$ cat src/rtl/arb21_rr_pkg.sv
// Shared types and helpers for the two-source round-robin packet arbiter.
package arb21_rr_pkg;

  localparam int unsigned DataWidth = 8;

  typedef enum logic [1:0] {
    StIdle  = 2'd0,
    StBusy0 = 2'd1,
    StBusy1 = 2'd2
  } state_e;

  // Source to grant when starting a packet; a tie goes to the source named by pri.
  function automatic logic rr_pick_src(input logic req0, input logic req1, input logic pri);
    return req1 & (~req0 | pri);
  endfunction

endpackage

$ cat src/rtl/arb21_grant.sv
// Idle-state pick logic and the round-robin priority register.
module arb21_grant
  import arb21_rr_pkg::*;
(
  input  logic clk,
  input  logic rst,
  input  logic req0,
  input  logic req1,
  input  logic done,
  input  logic gnt_src,
  output logic pick,
  output logic pick_src
);

  logic pri_q, pri_d;

  // Priority flips away from the source that just finished a packet.
  always_comb begin
    pri_d = pri_q;
    if (done) begin
      pri_d = ~gnt_src;
    end
  end

  always_ff @(posedge clk) begin
    if (rst) begin
      pri_q <= 1'b0;
    end else begin
      pri_q <= pri_d;
    end
  end

  assign pick     = req0 | req1;
  assign pick_src = rr_pick_src(req0, req1, pri_q);

endmodule

$ cat src/rtl/arb21_rr.sv
// Two-source packet arbiter: locks a grant per packet and forwards beats through
// a one-entry output register.
module arb21_rr
  import arb21_rr_pkg::*;
#(
  parameter int unsigned W = DataWidth
) (
  input  logic         clk,
  input  logic         rst,
  input  logic         d0_valid,
  input  logic [W-1:0] d0_data,
  input  logic         d0_last,
  output logic         d0_ready,
  input  logic         d1_valid,
  input  logic [W-1:0] d1_data,
  input  logic         d1_last,
  output logic         d1_ready,
  output logic         y_valid,
  output logic [W-1:0] y_data,
  output logic         y_last,
  input  logic         y_ready,
  output logic         s
);

  state_e         state_q, state_d;
  logic           y_valid_q, y_valid_d;
  logic [W-1:0]   y_data_q, y_data_d;
  logic           y_last_q, y_last_d;

  logic           gnt_src, busy, out_free;
  logic           src_valid, src_last;
  logic [W-1:0]   src_data;
  logic           xfer, done;
  logic           pick, pick_src;

  always_comb begin
    gnt_src   = (state_q == StBusy1);
    busy      = (state_q == StBusy0) | (state_q == StBusy1);
    src_valid = gnt_src ? d1_valid : d0_valid;
    src_data  = gnt_src ? d1_data  : d0_data;
    src_last  = gnt_src ? d1_last  : d0_last;
    // The output register can take a beat if it is empty or draining this cycle.
    out_free  = ~y_valid_q | y_ready;
    xfer      = busy & src_valid & out_free;
    done      = xfer & src_last;
  end

  arb21_grant u_grant (
    .clk      (clk),
    .rst      (rst),
    .req0     (d0_valid),
    .req1     (d1_valid),
    .done     (done),
    .gnt_src  (gnt_src),
    .pick     (pick),
    .pick_src (pick_src)
  );

  always_comb begin
    state_d = state_q;
    case (state_q)
      StIdle: begin
        if (pick) begin
          state_d = pick_src ? StBusy1 : StBusy0;
        end
      end
      StBusy0, StBusy1: begin
        if (done) begin
          state_d = StIdle;
        end
      end
      default: state_d = StIdle;
    endcase
  end

  always_comb begin
    y_valid_d = y_valid_q;
    y_data_d  = y_data_q;
    y_last_d  = y_last_q;
    if (xfer) begin
      y_valid_d = 1'b1;
      y_data_d  = src_data;
      y_last_d  = src_last;
    end else if (y_ready) begin
      y_valid_d = 1'b0;
    end
  end

  always_ff @(posedge clk) begin
    if (rst) begin
      state_q   <= StIdle;
      y_valid_q <= 1'b0;
      y_data_q  <= '0;
      y_last_q  <= 1'b0;
    end else begin
      state_q   <= state_d;
      y_valid_q <= y_valid_d;
      y_data_q  <= y_data_d;
      y_last_q  <= y_last_d;
    end
  end

  assign d0_ready = (state_q == StBusy0) & out_free;
  assign d1_ready = (state_q == StBusy1) & out_free;
  assign s        = gnt_src;
  assign y_valid  = y_valid_q;
  assign y_data   = y_data_q;
  assign y_last   = y_last_q;

endmodule

$ cat config.mk
export PLATFORM = sky130hd
export DESIGN_NAME = arb21_rr
export DESIGN_NICKNAME = d
export VERILOG_FILES = /design/src/rtl/arb21_rr_pkg.sv /design/src/rtl/arb21_grant.sv /design/src/rtl/arb21_rr.sv
export SDC_FILE = /design/constraint.sdc
export NUM_CORES = 1
export LEC_CHECK = 0
export CAP_MARGIN = 20
export CORE_MARGIN = 3
export CORE_UTILIZATION = 34
export DETAILED_ROUTE_END_ITERATION = 12
export GPL_TIMING_DRIVEN = 0
export PLACE_DENSITY = 0.74
export SYNTH_ARGS = -nofsm -noshare
export SYNTH_HDL_FRONTEND = slang
export SYNTH_SLANG_ARGS = --single-unit
export TNS_END_PERCENT = 5
$ cat constraint.sdc
create_clock -name clk -period 1.7 [get_ports clk]
set_input_delay 0.34 -clock clk [delete_from_list [all_inputs] [get_ports clk]]
set_output_delay 0.34 -clock clk [all_outputs]
set_load 0.02 [all_outputs]
==> out/summary.txt, run 1 <==
Outcome: finished, final reports clean
Fmax: 0.606 GHz
CTS H-tree lvls: 1
CTS Hold Bufs: 0
Die height: 50.9 um
Gr usage total: 12.7%
Largest net degree at the start of global routing: 11
Crit path max-delay family: buffers and inverters
Hold path depth: 2
Core area: 1820 um2
Yosys warns: 0
Most common cell in the netlist: dfxtp_1
First-pass GRT wire length: 2490 um
Final ANT Viol Nets: 0
FF+latch count, synth: 13
Final Wtd Congestion: 0.784
Max_slew headroom: 69.5%
Worst r2r src: state_q[0]
Synth top area share: 37.9%
Worst-path clk slew: 0.08 ns
I/O pin count: 36
Final Hold Viols: 0
FILL cells: 173
RSZ-0062 raised after global routing: true
EDFF count, synth: 0
TritonCTS clock tree: built
Min-delay src: y_last
Die area: 2600 um2
Clock root cell: clkbuf_4
Post-DR wirelength/cell: 12.0 um
# rows: 15
Post-synth top cells: dfxtp_1, nor2_1, mux2i_1
Iteration count of the initial detailed-routing pass: 4
Max cap viols: 0
Syn Inst Count: 71
Final setup fails: 0
Width of the die: 50.9 um
HP Class: reg2reg
Crit. path cell count: 4
Dominant synthesized flop cell: dfxtp_1
Skew final: 0.00113 ns
DR DRC count: 0
Critical-path cell list: clkdlybuf4s50_1 -> nand2b_4 -> and2_1 -> clkdlybuf4s15_2
Crit Path Max Fanout: 5
Worst reg2reg path depth: 6
Nets: 139
Post-layout min period: 1.65 ns
CP max stage cell: clkdlybuf4s50_1
FF-to-FF setup slack: 0.06 ns
P per Cell Area: 1270 nW/um2
Layout cell share with drive strength beyond 1: 18.8%
HPWL after detailed placement: 1260 um
CTS max path bufs: 2
Via density: 4.80
Total gr overflow: 0
Vias in the first global route: 559
Max incr delay on CP: 0.46 ns
Worst-Skew Late Latency: 0.27 ns
Area grow syn2layout: 69.8%
Avg Cell Area, Syn: 9.67 um2
Layout Utilization: 64.1%
Worst EP required: 1.36 ns
Arr. time, crit path: 1.31 ns
Initial antenna violation count: 0
Most area-hungry cell type in the Yosys netlist: dfxtp_1
Crit path from: y_ready
IO Port Bufs: 35
Via count: 657
Syn Nets: 97
Final Cycle Share: 97.0%
Fin. max-slew vios: 0
Async set-reset flop share out of synthesis: 0%
Initial core utilization: 37.7%
Largest cells by area after synthesis: dfxtp_1, mux2i_1, a211oi_1
ANT cells: 0
CP endpoint kind: output port
Synth cell types: 21
CTS sink cnt: 13
CP Class: in2out
CP bufs+invs: 2
Lkg Pwr: 0.423 nW
Netlist Area Pre-Place: 687 um2
TritonCTS Buffers: 3
Sequential share of the synthesized area: 37.9%
Final Total Pwr: 1.48 mW
Max VDD drop: 0.743 mV
Tightest Pin Transition: 0.458 ns
Routed WL: 1650 um
Setup TNS: 0 ns
CP Launch Type: input pin
Detailed Route Iter0 Violations: 12
final timing paths:
path	end
hold / removal	y_last
setup / recovery	d0_ready
hold reg to reg	y_last
setup reg to reg	u_grant.pri_q
registers in the layout, summed over array words and instances, names as in the netlist:
register,cells
y_data,8
state_q,2
u_grant.pri_q,1
y_last,1
y_valid,1
cell type report:
type	instances	area (um2)	share of cell area (%)
multi-input combinational	51	429	36.8
sequential	13	263	22.5
tap	25	31.3	2.68
buffer	3	35.0	3.00
clock buffer	4	26.3	2.25
inverter	3	13.8	1.18
timing repair buffer	38	368	31.5
cell families after synthesis:
logic type	after synthesis	share of synthesized area, %
buffers and inverters	7	6.19
flip-flops	13	37.9
adder cells (fa/ha/maj)	3	5.47
AND/OR/NAND/NOR	22	16.8
AO/OA/AOI/OAI	14	15.1
multiplexers	12	18.6
timing repair:
| action | 4_1_cts | 5_1_grt |
|---|---|---|
| pin swaps | 0 | 4 |
| setup buffers | 0 | 3 |
| endpoints found under the setup margin | 5 | 10 |
| resized for setup | 13 | 8 |
worst register-to-register path: stages, from the launching register on:
cell and delay (ns):
dfxtp_2 0.34, inv_4 0.07, ha_4 0.18, mux2_4 0.32
and3_4 0.22, and3_4 0.18, a2111oi_4 0.25
layout by cell type, fill, tap and decap left out, drive strengths merged:
master / count
clkdlybuf4s50: 32
dfxtp: 13
nor2: 10
mux2i: 9
a211oi: 8
buf: 7
a21oi: 4
nand2b: 4
clkbuf: 4
mux2: 3
inv: 3
ha: 3
and2: 2
and3: 2
nand2: 2
nand4b: 1
nand4: 1
a22o: 1
a2111oi: 1
clkdlybuf4s15: 1
dlygate4sd2: 1
through the flow:
step	cells	worst slack (ns)	instance area, um2	hold slack, ns
6_report	137	0.0507	1170	0.475
5_1_grt	137	0.000665	1170	0.512
4_1_cts	135	-0.0594	1130	0.484
3_5_place_dp	131	-0.344	1080	0.470
3_3_place_gp	131	-0.354	1080	0.461
2_1_floorplan	71	0.0198	699	0.418
where the power goes:
group	internal (mW)	total [mW]	switching, mW
clock	0.0908	0.188	0.0968
combinational	0.447	0.843	0.396
sequential	0.399	0.454	0.0549
total	0.937	1.48	0.548
layer usage:
layer	vias up	share of wire, %	track usage (%)
met4	0	1.3	5.38
li1	335	-	-
met5	-	0	0
met3	2	5.5	3.50
met1	302	40	14.5
met2	18	53	21.9
No activity file was read; power rests on OpenSTA's default activity.
==> run 2: changes to the inputs <==
--- a/config.mk
+++ b/config.mk
@@ -5,6 +5,7 @@
 export SDC_FILE = /design/constraint.sdc
 export NUM_CORES = 1
 export LEC_CHECK = 0
+export ABC_AREA = 0
 export CAP_MARGIN = 20
 export CORE_MARGIN = 3
 export CORE_UTILIZATION = 34
==> constraint.sdc (replaced) <==
create_clock -name clk -period 1.5 [get_ports clk]
set_input_delay 0.3 -clock clk [delete_from_list [all_inputs] [get_ports clk]]
set_output_delay 0.3 -clock clk [all_outputs]
set_load 0.02 [all_outputs]
==> out/summary.txt, run 2 (same netlist as run 1, synthesis figures left out) <==
First-pass GRT wire length: 3420 um (was 2490 um)
Tightest Pin Transition: 0.629 ns (was 0.458 ns)
Max VDD drop: 0.737 mV (was 0.743 mV)
CP Launch Type: flip-flop (was input pin)
Routed WL: 2120 um (was 1650 um)
Met1 usage: 17.1% (was 14.5%)
Core area: 1820 um2 (unchanged)
TritonCTS clock tree: built (unchanged)
Final Cycle Share: 108%
Worst reg2reg path depth: 6 (unchanged)
Fmax: 0.616 GHz
Nets: 146 (was 139)
Most frequent cells in the layout: clkdlybuf4s50_1, buf_4, dfxtp_1 (was clkdlybuf4s50_1, dfxtp_1, nor2_1)
Detailed Route Iter0 Violations: 2 (was 12)
Final Total Pwr: 1.84 mW (was 1.48 mW)
P per Cell Area: 1470 nW/um2 (was 1270 nW/um2)
Max_slew headroom: 58.0% (was 69.5%)
HPWL after detailed placement: 1350 um (was 1260 um)
Worst-path clk slew: 0.09 ns (was 0.08 ns)
Net Sw Frac: 39.3% (was 36.9%)
Comb power frac: 59.6% (was 56.8%)
FF-to-FF setup slack: -0.12 ns (was 0.06 ns)
Int Power: 1.11 mW (was 937 uW)
CTS sink cnt: 13 (unchanged)
I/O pin count: 36 (unchanged)
Gr usage total: 18.0% (was 12.7%)
Crit Path Max Fanout: 5 (unchanged)
Hold EP: y_last (unchanged)
Violated checks: negative setup slack
Worst EP required: 1.67 ns (was 1.36 ns)
Vias in the first global route: 771 (was 559)
Final Hold Viols: 0 (unchanged)
Final setup fails: 14 (was 0)
TritonCTS Buffers: 3 (unchanged)
Hold path depth: 2 (unchanged)
ANT cells: 0 (unchanged)
Finished Cell Area: 1250 um2 (was 1170 um2)
Post-DR wirelength/cell: 14.7 um (was 12.0 um)
Worst-Skew Late Latency: 0.28 ns (was 0.27 ns)
CTS Hold Bufs: 0 (unchanged)
Critical R2R Capture: state_q[0] (was u_grant.pri_q)
Via density: 4.91 (was 4.80)
Arr. time, crit path: 1.79 ns (was 1.31 ns)
Fin cells: 144 (was 137)
Max cap viols: 0 (unchanged)
Area grow syn2layout: 82.1% (was 69.8%)
Met2 GRT Util: 33.9% (was 21.9%)
Post-layout min period: 1.62 ns
Min-delay src: y_last (unchanged)
Initial core utilization: 37.7% (unchanged)
CTS H-tree lvls: 1 (unchanged)
Total gr overflow: 0 (unchanged)
CTS max path bufs: 2 (unchanged)
Die height: 50.9 um (unchanged)
Iteration count of the initial detailed-routing pass: 4 (unchanged)
Max FFs per register: 8 (unchanged)
Worst setup margin: -0.123 ns (was 0.0507 ns)
Via count: 707 (was 657)
Dpl cell area: 1090 um2 (was 1080 um2)
Width of the die: 50.9 um (unchanged)
Most common cell after layout, fill and taps aside: clkdlybuf4s50_1 (unchanged)
Largest net degree at the start of global routing: 11 (unchanged)
Pre-CTS WS: -0.474 ns (was -0.344 ns)
Clk network pwr share: 12.2% (was 12.6%)
Worst r2r src: state_q[0] (unchanged)
RSZ-0062 raised after global routing: true (unchanged)
Crit path from: state_q[0] (was y_ready)
Initial antenna violation count: 0 (unchanged)
HP Class: reg2reg (unchanged)
DR DRC count: 0 (unchanged)
CP Class: reg2reg (was in2out)
Die area: 2600 um2 (unchanged)
# rows: 15 (unchanged)
Lkg Pwr: 0.503 nW (was 0.423 nW)
Layout cell share with drive strength beyond 1: 33.6% (was 18.8%)
Outcome: finished with violations (was finished, final reports clean)
Final ANT Viol Nets: 0 (unchanged)
Clock root cell: clkbuf_4 (unchanged)
Gr busiest metal: met2 (unchanged)
Placed insts: 131 (unchanged)
Final Wtd Congestion: 0.762 (was 0.784)
Flop pwr share: 28.1% (was 30.6%)
Skew final: 0.00651 ns (was 0.00113 ns)
IO Port Bufs: 35 (unchanged)
CP endpoint kind: flip-flop (was output port)
Fin. max-slew vios: 0 (unchanged)
Psw: 722 uW (was 548 uW)
GR Layer Usage met3: 5.25% (was 3.50%)
run 2: cell count changes in the layout (fill, tap and decap cells not counted), sizes merged:
cell / previous run / this run
buf: 7 / 16
clkdlybuf4s15: 1 / 0
clkdlybuf4s50: 32 / 22
dlygate4sd2: 1 / 10
run 2: worst max-delay path by stage:
stage | end | slack (ns) | cells after the start
2_1_floorplan | u_grant.pri_q | -0.12 | 7
3_3_place_gp | d1_ready | -0.47 | 4
3_5_place_dp | d1_ready | -0.47 | 4
4_1_cts | state_q[0] | -0.08 | 6
5_1_grt | state_q[1] | -0.19 | 7
6_report | state_q[0] | -0.12 | 6
run 2: power groups by stage:
stage                     combinational [mW]  sequential [mW]  clock, mW
after floorplan                        0.464            0.607          0
after global placement                 0.883            0.511          0
after detailed placement               0.895            0.515          0
after CTS                               1.01            0.508      0.226
after global routing                    1.19            0.530      0.248
final                                   1.09            0.516      0.225
run 2: final cells by class:
| cell class | instances | area (um2) |
|---|---|---|
| Buffer | 3 | 33.8 |
| Clock buffer | 4 | 26.3 |
| Fill cell | 166 | 569 |
| Inverter | 3 | 11.3 |
| Multi-Input combinational cell | 51 | 483 |
| Sequential cell | 13 | 265 |
| Tap cell | 25 | 31.3 |
| Timing Repair Buffer | 45 | 400 |
run 2: critical path, cell delays in order (launching register included):
cell and delay (ns):
dfxtp_2 0.34, inv_2 0.08, ha_4 0.18, mux2_4 0.32
nand4_1 0.10, a22o_1 0.19, mux2_4 0.31
run 2: what timing repair did:
action,CTS,global route
setup buffers,10,0
cloned,0,0
pin swaps,6,0
endpoints found under the setup margin,24,14
resized for setup,30,11
run 2: metrics by stage:
step / TNS, ns / hold slack, ns / util, %
2_1_floorplan: -0.593 / 0.376 / -
3_3_place_gp: -4.11 / 0.464 / 59.8
3_5_place_dp: -4.12 / 0.473 / 59.8
4_1_cts: -0.324 / 0.482 / 66.4
5_1_grt: -1.52 / 0.502 / 68.7
6_report: -0.649 / 0.482 / 68.7
run 2: per-layer routing:
metal  share of wire [%]  vias to the layer above  routed length, um
met5                   0                        -                  0
met4                 2.3                        0                 49
met3                 8.1                        4                172
met2                  53                       34               1110
met1                  37                      322                784
li1                    -                      347                  -
